$ cat src/rtl/pkt_comm_pkt_builder_if.sv
// Byte-wide bus bundle: FWFT body source on one side, output FIFO write port on the other.
interface pkt_comm_pkt_builder_if;
  logic [7:0] body_din;
  logic       body_empty;
  logic       body_rd_en;
  logic [7:0] dout;
  logic       wr_en;
  logic       full;

  modport master (
    input  body_din, body_empty, full,
    output body_rd_en, dout, wr_en
  );

  modport slave (
    output body_din, body_empty, full,
    input  body_rd_en, dout, wr_en
  );
endinterface

$ cat src/rtl/pkt_comm_pkt_builder.sv
// Serializes a pkt_comm packet (header, header checksum, body, body checksum)
// onto an 8-bit FIFO write port, pulling the body from an FWFT source.
module pkt_comm_pkt_builder #(
  parameter int unsigned VERSION          = 2,
  parameter int unsigned LEN_WIDTH        = 24,
  parameter bit          DISABLE_CHECKSUM = 1'b0
) (
  input  logic                 CLK,
  input  logic                 rst,
  input  logic                 start,
  input  logic [7:0]           pkt_type,
  input  logic [15:0]          pkt_id,
  input  logic [LEN_WIDTH-1:0] pkt_len,
  output logic                 busy,
  output logic                 done,
  output logic                 err,
  pkt_comm_pkt_builder_if.master bus
);
  localparam int unsigned CW = (LEN_WIDTH > 4) ? LEN_WIDTH : 4;

  typedef enum logic [2:0] {IDLE, HDR, HCS, BODY, BCS} state_t;

  state_t               state, nxt;
  logic [CW-1:0]        cnt;
  logic [7:0]           type_q;
  logic [15:0]          id_q;
  logic [LEN_WIDTH-1:0] len_q;
  logic [31:0]          hsum, bsum;
  logic [23:0]          len24;
  logic [7:0]           hdr_byte, cs_byte;
  logic [31:0]          cs_word;
  logic [4:0]           sh;
  logic                 last_sec;

  assign len24 = 24'(len_q);
  assign sh    = {cnt[1:0], 3'b000};

  always_comb begin
    bus.wr_en = 1'b0;
    unique case (state)
      HDR, HCS, BCS: bus.wr_en = !bus.full;
      BODY:          bus.wr_en = !bus.full && !bus.body_empty;
      default:       bus.wr_en = 1'b0;
    endcase
  end

  assign bus.body_rd_en = bus.wr_en && (state == BODY);

  always_comb begin
    hdr_byte = 8'h00;
    case (cnt[3:0])
      4'd0:    hdr_byte = 8'(VERSION);
      4'd1:    hdr_byte = type_q;
      4'd4:    hdr_byte = len24[7:0];
      4'd5:    hdr_byte = len24[15:8];
      4'd6:    hdr_byte = len24[23:16];
      4'd8:    hdr_byte = id_q[7:0];
      4'd9:    hdr_byte = id_q[15:8];
      default: hdr_byte = 8'h00;
    endcase
  end

  // Sums are complete one cycle after the last byte of their section, which is
  // exactly the first checksum cycle, so no bubble is needed.
  assign cs_word = DISABLE_CHECKSUM ? 32'h0 : ((state == HCS) ? ~hsum : ~bsum);
  assign cs_byte = 8'(cs_word >> sh);

  always_comb begin
    bus.dout = 8'h00;
    case (state)
      HDR:      bus.dout = hdr_byte;
      HCS, BCS: bus.dout = cs_byte;
      BODY:     bus.dout = bus.body_din;
      default:  bus.dout = 8'h00;
    endcase
  end

  always_comb begin
    last_sec = 1'b0;
    nxt      = IDLE;
    case (state)
      HDR:  begin last_sec = (cnt == CW'(9));               nxt = HCS;  end
      HCS:  begin last_sec = (cnt == CW'(3));               nxt = BODY; end
      BODY: begin last_sec = (cnt == CW'(len_q - 1'b1));    nxt = BCS;  end
      BCS:  begin last_sec = (cnt == CW'(3));               nxt = IDLE; end
      default: begin last_sec = 1'b0;                       nxt = IDLE; end
    endcase
  end

  assign done = bus.wr_en && (state == BCS) && last_sec;

  always_ff @(posedge CLK) begin
    if (rst) begin
      state  <= IDLE;
      cnt    <= '0;
      type_q <= '0;
      id_q   <= '0;
      len_q  <= '0;
      hsum   <= '0;
      bsum   <= '0;
      busy   <= 1'b0;
      err    <= 1'b0;
    end else begin
      err <= 1'b0;
      if (state == IDLE) begin
        if (start) begin
          if (pkt_len != '0) begin
            type_q <= pkt_type;
            id_q   <= pkt_id;
            len_q  <= pkt_len;
            cnt    <= '0;
            hsum   <= '0;
            bsum   <= '0;
            busy   <= 1'b1;
            state  <= HDR;
          end else begin
            err <= 1'b1;
          end
        end
      end else if (bus.wr_en) begin
        // Each byte lands in its little-endian lane; summing shifted bytes equals summing padded words.
        if (state == HDR)  hsum <= hsum + (32'(hdr_byte) << sh);
        if (state == BODY) bsum <= bsum + (32'(bus.body_din) << sh);
        if (last_sec) begin
          cnt   <= '0;
          state <= nxt;
          if (state == BCS) busy <= 1'b0;
        end else begin
          cnt <= cnt + 1'b1;
        end
      end
    end
  end
endmodule
$ cat src/flat_wrapper.sv
// flat-port wrapper written by rule: the top's interface ports become plain ports
module pkt_comm_pkt_builder_flat 
#(
  parameter int unsigned VERSION          = 2,
  parameter int unsigned LEN_WIDTH        = 24,
  parameter bit          DISABLE_CHECKSUM = 1'b0
)
  (CLK, rst, start, pkt_type, pkt_id, pkt_len, busy, done, err, bus_body_din, bus_body_empty, bus_full, bus_body_rd_en, bus_dout, bus_wr_en);
  pkt_comm_pkt_builder_if bus_i ();
  input  logic CLK;
  input  logic rst;
  input  logic start;
  input  logic [7:0] pkt_type;
  input  logic [15:0] pkt_id;
  input  logic [LEN_WIDTH-1:0] pkt_len;
  output logic busy;
  output logic done;
  output logic err;
  input wire logic [$bits(bus_i.body_din)-1:0] bus_body_din;
  input wire logic [$bits(bus_i.body_empty)-1:0] bus_body_empty;
  input wire logic [$bits(bus_i.full)-1:0] bus_full;
  output wire logic [$bits(bus_i.body_rd_en)-1:0] bus_body_rd_en;
  output wire logic [$bits(bus_i.dout)-1:0] bus_dout;
  output wire logic [$bits(bus_i.wr_en)-1:0] bus_wr_en;
  assign bus_i.body_din = bus_body_din;
  assign bus_i.body_empty = bus_body_empty;
  assign bus_i.full = bus_full;
  assign bus_body_rd_en = bus_i.body_rd_en;
  assign bus_dout = bus_i.dout;
  assign bus_wr_en = bus_i.wr_en;
  pkt_comm_pkt_builder #(.VERSION(VERSION), .LEN_WIDTH(LEN_WIDTH), .DISABLE_CHECKSUM(DISABLE_CHECKSUM)) u_core (.CLK(CLK), .rst(rst), .start(start), .pkt_type(pkt_type), .pkt_id(pkt_id), .pkt_len(pkt_len), .busy(busy), .done(done), .err(err), .bus(bus_i));
endmodule
$ cat config.mk
export PLATFORM = sky130hd
export DESIGN_NAME = pkt_comm_pkt_builder_flat
export DESIGN_NICKNAME = d
export VERILOG_FILES = /design/src/rtl/pkt_comm_pkt_builder_if.sv /design/src/rtl/pkt_comm_pkt_builder.sv /design/src/flat_wrapper.sv
export SDC_FILE = /design/constraint.sdc
export NUM_CORES = 1
export LEC_CHECK = 0
export BUFFER_PORTS_ARGS = -buffer_cell sky130_fd_sc_hd__buf_4
export CELL_PAD_IN_SITES_DETAIL_PLACEMENT = 2
export CELL_PAD_IN_SITES_GLOBAL_PLACEMENT = 2
export CORE_MARGIN = 1.5
export CORE_UTILIZATION = 33
export CTS_CLUSTER_DIAMETER = 100
export DETAILED_ROUTE_END_ITERATION = 7
export PLACE_DENSITY_LB_ADDON = 0.15
export SLEW_MARGIN = 25
export SYNTH_ARGS = -nofsm -noshare
export SYNTH_HDL_FRONTEND = slang
export SYNTH_SLANG_ARGS = --single-unit
$ cat constraint.sdc
create_clock -name CLK -period 4.9 [get_ports CLK]
set_clock_uncertainty 0.1 [all_clocks]
set_input_delay 0.245 -clock CLK [delete_from_list [all_inputs] [get_ports CLK]]
set_output_delay 0.245 -clock CLK [all_outputs]
set_load 0.1 [all_outputs]
# Word-level counts from Yosys, hierarchy flattened
# Index checks and enable logic that the tools add are counted.
[totals]
wordCells = 89
regBits = 141
[op_classes]
shifts = 3
add_sub_neg = 4
eq_ne = 15
n_bitwise = 4
mux = 31
reduce_logical = 23
[ops]
columns = ["cell", "count"]
rows = [
  ["32-bit two-way mux", 9],
  ["24-bit two-way mux", 5],
  ["32-bit adder", 2],
  ["32-bit NOT", 2],
  ["8-bit by 5-bit << shifter with 32-bit output", 2],
  ["8-bit one-hot mux with 7 select lines", 1],
  ["32-bit by 5-bit >> shifter with 8-bit output", 1],
  ["24-bit by 1-bit adder with 24-bit output (second input constant)", 1],
  ["24-bit by 2-bit equality test with 1-bit output (second input constant)", 1],
  ["24-bit equality test", 1],
  ["24-bit by 4-bit equality test with 1-bit output (second input constant)", 1],
  ["8-bit one-hot mux with 3 select lines", 1],
  ["24-bit nonzero test", 1],
  ["24-bit by 1-bit subtractor with 24-bit output (second input constant)", 1],
  ["3-bit two-way mux", 5],
  ["4-bit by 3-bit equality test with 1-bit output (second input constant)", 3],
  ["4-bit AND reduction", 3],
  ["2-bit nonzero test", 5],
  ["3-bit one-hot mux with 3 select lines", 1],
  ["4-bit equality test (second input constant)", 2],
  ["1-bit two-way mux", 7],
  ["3-bit by 2-bit equality test with 1-bit output (second input constant)", 2],
  ["3-bit AND reduction", 2],
  ["3-bit OR reduction", 2],
  ["other kinds (13)", 19],
]

# Depth between registers and ports, before layout
[logic_depth]
word_depth = 7
ltp_mapped = 22
mapped_depth_nobuf = 20

# Least setup slack after synthesis
# Ideal clock, no wire load.
[synth_path]
kind = "flip-flop to flip-flop"
startpoint = "reg u_core.cnt[1]"
endpoint = "reg u_core.hsum[31]"
t_arrival_ps = 5067
setup_time_ps = 79
path_slack_ps = -346
path_stages_with_launch = 22
path_buffers = 3
cell_sequence = "dfxtp_1 clkbuf_1 inv_1 clkbuf_1 ha_1 clkbuf_1 nand2_1 a311oi_1 a21oi_1 or2_2 inv_1 ha_1 a211oi_1 nor2_1 o31a_1 a31o_2 a211o_1 a41o_1 a2111oi_0 nor3_1 or2_2 o211ai_1"
[synth_via]
elab_chain_len = 7
elab_cells_between_ends = 13
classes_between = "add/sub: 1; eq/ne: 6; shift: 1; mux: 4; reduce/logical: 1"
[synth_lines]
columns = ["item", "line_no", "source"]
rows = [
  ["from (decl)", "pkt_comm_pkt_builder.sv:24", "logic [CW-1:0] cnt;"],
  ["from (signal assigned)", "pkt_comm_pkt_builder.sv:129", "cnt <= cnt + 1'b1;"],
  ["4-bit equality test, or another cell as far along", "pkt_comm_pkt_builder.sv:51", "case (cnt[3:0])"],
  ["8-bit one-hot mux with 7 select lines", "pkt_comm_pkt_builder.sv:51", ""],
  ["8-bit by 5-bit << shifter with 32-bit output *", "pkt_comm_pkt_builder.sv:122", "if (state == HDR) hsum <= hsum + (32'(hdr_byte) << sh);"],
  ["32-bit adder *", "pkt_comm_pkt_builder.sv:122", ""],
  ["32-bit two-way mux *", "pkt_comm_pkt_builder.sv:122", ""],
  ["32-bit two-way mux *", "pkt_comm_pkt_builder.sv:120", "end else if (bus.wr_en) begin"],
  ["32-bit two-way mux *", "pkt_comm_pkt_builder.sv:105", "if (state == IDLE) begin"],
  ["to (signal assigned)", "pkt_comm_pkt_builder.sv:122", ""],
  ["to (decl)", "pkt_comm_pkt_builder.sv:28", "logic [31:0] hsum, bsum;"],
]
# Every way passes the cells marked *; elsewhere a longest branch is shown, timed or not. The select of a mux whose other input is x is not followed.
# A chain may end at the register's enable or synchronous reset.

# Worst setup path after layout
[layout_path]
startpoint = "reg u_core.cnt[1]"
endpoint = "reg u_core.hsum[28]"
# The elaborated chain is that of the path after synthesis.

==> results.md <==
* Max IR drop VDD at around 0.25 mV
* YS warnings at 0
* Gpl congestion at between 0.8 and 0.9
* Reg clk slew, reported paths at around 70 ps
* Cells after DPL at 1868
* Starting Density at 33.8%
* Overflow after GRT at 0
* Final ANT Viol Nets at 0
* CTS tree: built
* Critical Path Start: u_core.cnt[1]
* Met3 WL at about 1200 um
* Reg area at approximately 2800 um2
* Clock Latency Late Sink at 450 ps
* Status: complete, no violations
* Synthesized area at 10800 um2
* CP endpoint kind: flip-flop
* Drt drc at 0
* Hold Path Class: in2reg
* Min-Delay Startpoint: start
* Syn Nets at around 1500
* Setup CP Type: reg2reg
* Synth cell types at 75
* Vias per inst at 5.74
* Top post-synthesis cells by area: dfxtp_1 26%, ha_1 7.8%, nor2_1 6.5%
* Max Clock Freq at 214 MHz
* Fin crit period at 4680 ps
* Post-synthesis cell count at 1382
* DR iter-0 viols at 511
* Fill count at 3627
* Die area at 33700 um2
* First-pass GRT wire length at 69800 um
* CP Launch Type: flip-flop
* Final Max Tran Viols at 0
* Die Height at 184 um
* Final cell count without fillers at between 1500 and 2000
* Multi-input logic area at 7600 um2
* Final setup fails at 0
* Drt pass-1 iters at 5
* Leakage at 5.36 nW
* I/O pin cnt at 74
* Initial antenna violation count at 0
* Number of port buffers at 73
* Seq/Total Area, Yosys at 26.2%
* CP Max Fanout at 7
* Post-DP HPWL at 32100 um
* Worst-Margin Slew at 950 ps
* Number of synthesized flops with an enable pin at 0
* #FFs+latches synth at 141
* Htree depth at 4
* Row count at 65
* Top cells by count, synth: 186 x nor2_1, 163 x nand2_1, 141 x dfxtp_1
* Required time worst endpoint at around 5200 ps
* Root Driver: clkbuf_16
* Hold Vio Cnt, Final at 0
* Tot Pwr at 0.00306 W
* WP data arrival at around 5000 ps
* Maximum clock insertion buffer count at 2
* DRT met1 WL at 19000 um
* Die X at 184 um
* Cell with the most instances after synthesis: nor2_1
* Syn-to-layout area delta at 21.9%
* Fin nets at 1631
* DR top layer: met4
* WL final at 44400 um
* Synth Flop Type: dfxtp_1
* DR vias at 11200
* Power Density at 233 nW/um2
* GRT Total Usage at 26.9%
* Synth area leader: dfxtp_1
* Reg-to-reg startpoint: u_core.cnt[1]
* Number of setup buffers added after CTS at 0
* Core area at between 30000 and 40000 um2
* Max transition margin at roughly 37%
* Routed length per placed instance at approximately 23 um
* Dpl ws at 31.9 ps
* Pin count of the biggest net entering global routing at 77
* Unrepaired setup endpoints after global routing: true
* CTS Buf Count at 17
* Number of global-route vias before repair at 12000
* Avg Inst Size Synth at 7.79 um2
* Antenna cells at 0
* Final period util at 95.6%
* Asr flop ratio synth at 0%
* Synth top area share at 26.2%
* Fraction of layout instances using a drive strength above 1 at 14.7%
* Met2 routed WL at approximately 23000 um
* Maxcap violations at 0
* CTS Sinks at about 140
* Worst setup margin at 217 ps
==> through the flow <==
step                      hold slack, ps  area, um2  utilization [%]  setup TNS, ps
final                                101      13100             41.2              0
after global routing                 107      13100             41.2          -69.7
after global placement               358      12000             37.7              0
after detailed placement             357      12000             37.7              0
after CTS                           80.5      13100             41.0              0
after floorplan                      281      10800                -          -70.2
==> critical path: stages, from the launching register on <==
cell,delay (ps)
dfxtp_1,380
inv_1,100
ha_2,230
buf_4,180
and2_2,210
nand2_1,110
o21ai_0,130
a21oi_1,180
buf_4,180
nor2_1,50
ha_1,210
inv_1,80
fa_1,180
nor2b_1,80
o31ai_1,310
a21oi_1,160
o41ai_2,390
o21ai_1,170
a311o_1,350
a21oi_1,290
o21ai_0,170
xor2_1,160
a22o_1,180
==> layout by cell type (no fill, tap or decap), drive strengths merged, types with 30 or more instances in the layout <==
cell         netlist  routed
nor2             186     186
nand2            163     163
dfxtp            141     141
buf               12     128
a21oi            115     115
ha                67      67
o21ai             56      56
xnor2             53      53
dlygate4sd3        0      49
inv               32      43
a22oi             35      35
nand3             31      31
xor2              30      30
==> per-layer routing <==
metal  vias to the layer above  track usage (%)
met5                         -                0
met4                         0             8.26
met3                        62             3.80
met2                       175             50.1
met1                      5678             31.7
li1                       5280                -
==> sequential cells by signal (all words and copies together) (netlist names) <==
name,flops
u_core.bsum,32
u_core.hsum,32
u_core.cnt,24
u_core.len24,24
u_core.id_q,16
u_core.type_q,8
u_core.state,3
u_core.busy,1
u_core.err,1
==> cell families (layout without fill, tap and decap cells) <==
group,Yosys count,count (layout),share of synthesized area [%]
xor+xnor,84,84,6.98
buf+inv,111,243,3.98
simple gates,549,549,24.2
mux,48,48,6.52
fa+ha+maj,69,69,8.16
compound gates,380,380,23.9
flops,141,141,26.2
==> power breakdown <==
part	internal (W)	switching, W
logic	0.000194	0.000310
clock network	0.000677	0.000648
registers	0.00118	0.0000512
total	0.00205	0.00101
==> worst paths after layout <==
| kind | end | slack [ps] | cells past startpoint |
|---|---|---|---|
| worst max-delay path | u_core.hsum[28] | 220 | 22 |
| worst min-delay path | u_core.err | 100 | 3 |
| worst min register to register | u_core.type_q[2] | 380 | 2 |
| worst max register to register | u_core.hsum[28] | 220 | 22 |
==> layout make-up <==
cell class / count / area share [%]
timing repair buffer: 177 / 11.1
sequential: 141 / 21.5
tap: 435 / 4.15
clock inverter: 15 / 1.09
multi-input combinational: 1130 / 57.9
clock buffer: 17 / 3.24
inverter: 34 / 0.973
==> timing repair <==
action | in CTS | in global routing
gates resized for setup | 1 | 15
pin swaps | 0 | 3
hold buffers | 49 | 0
setup endpoints to repair | 1 | 6
endpoints found under the hold margin | 48 | 0
No activity file was read; power rests on OpenSTA's default activity.
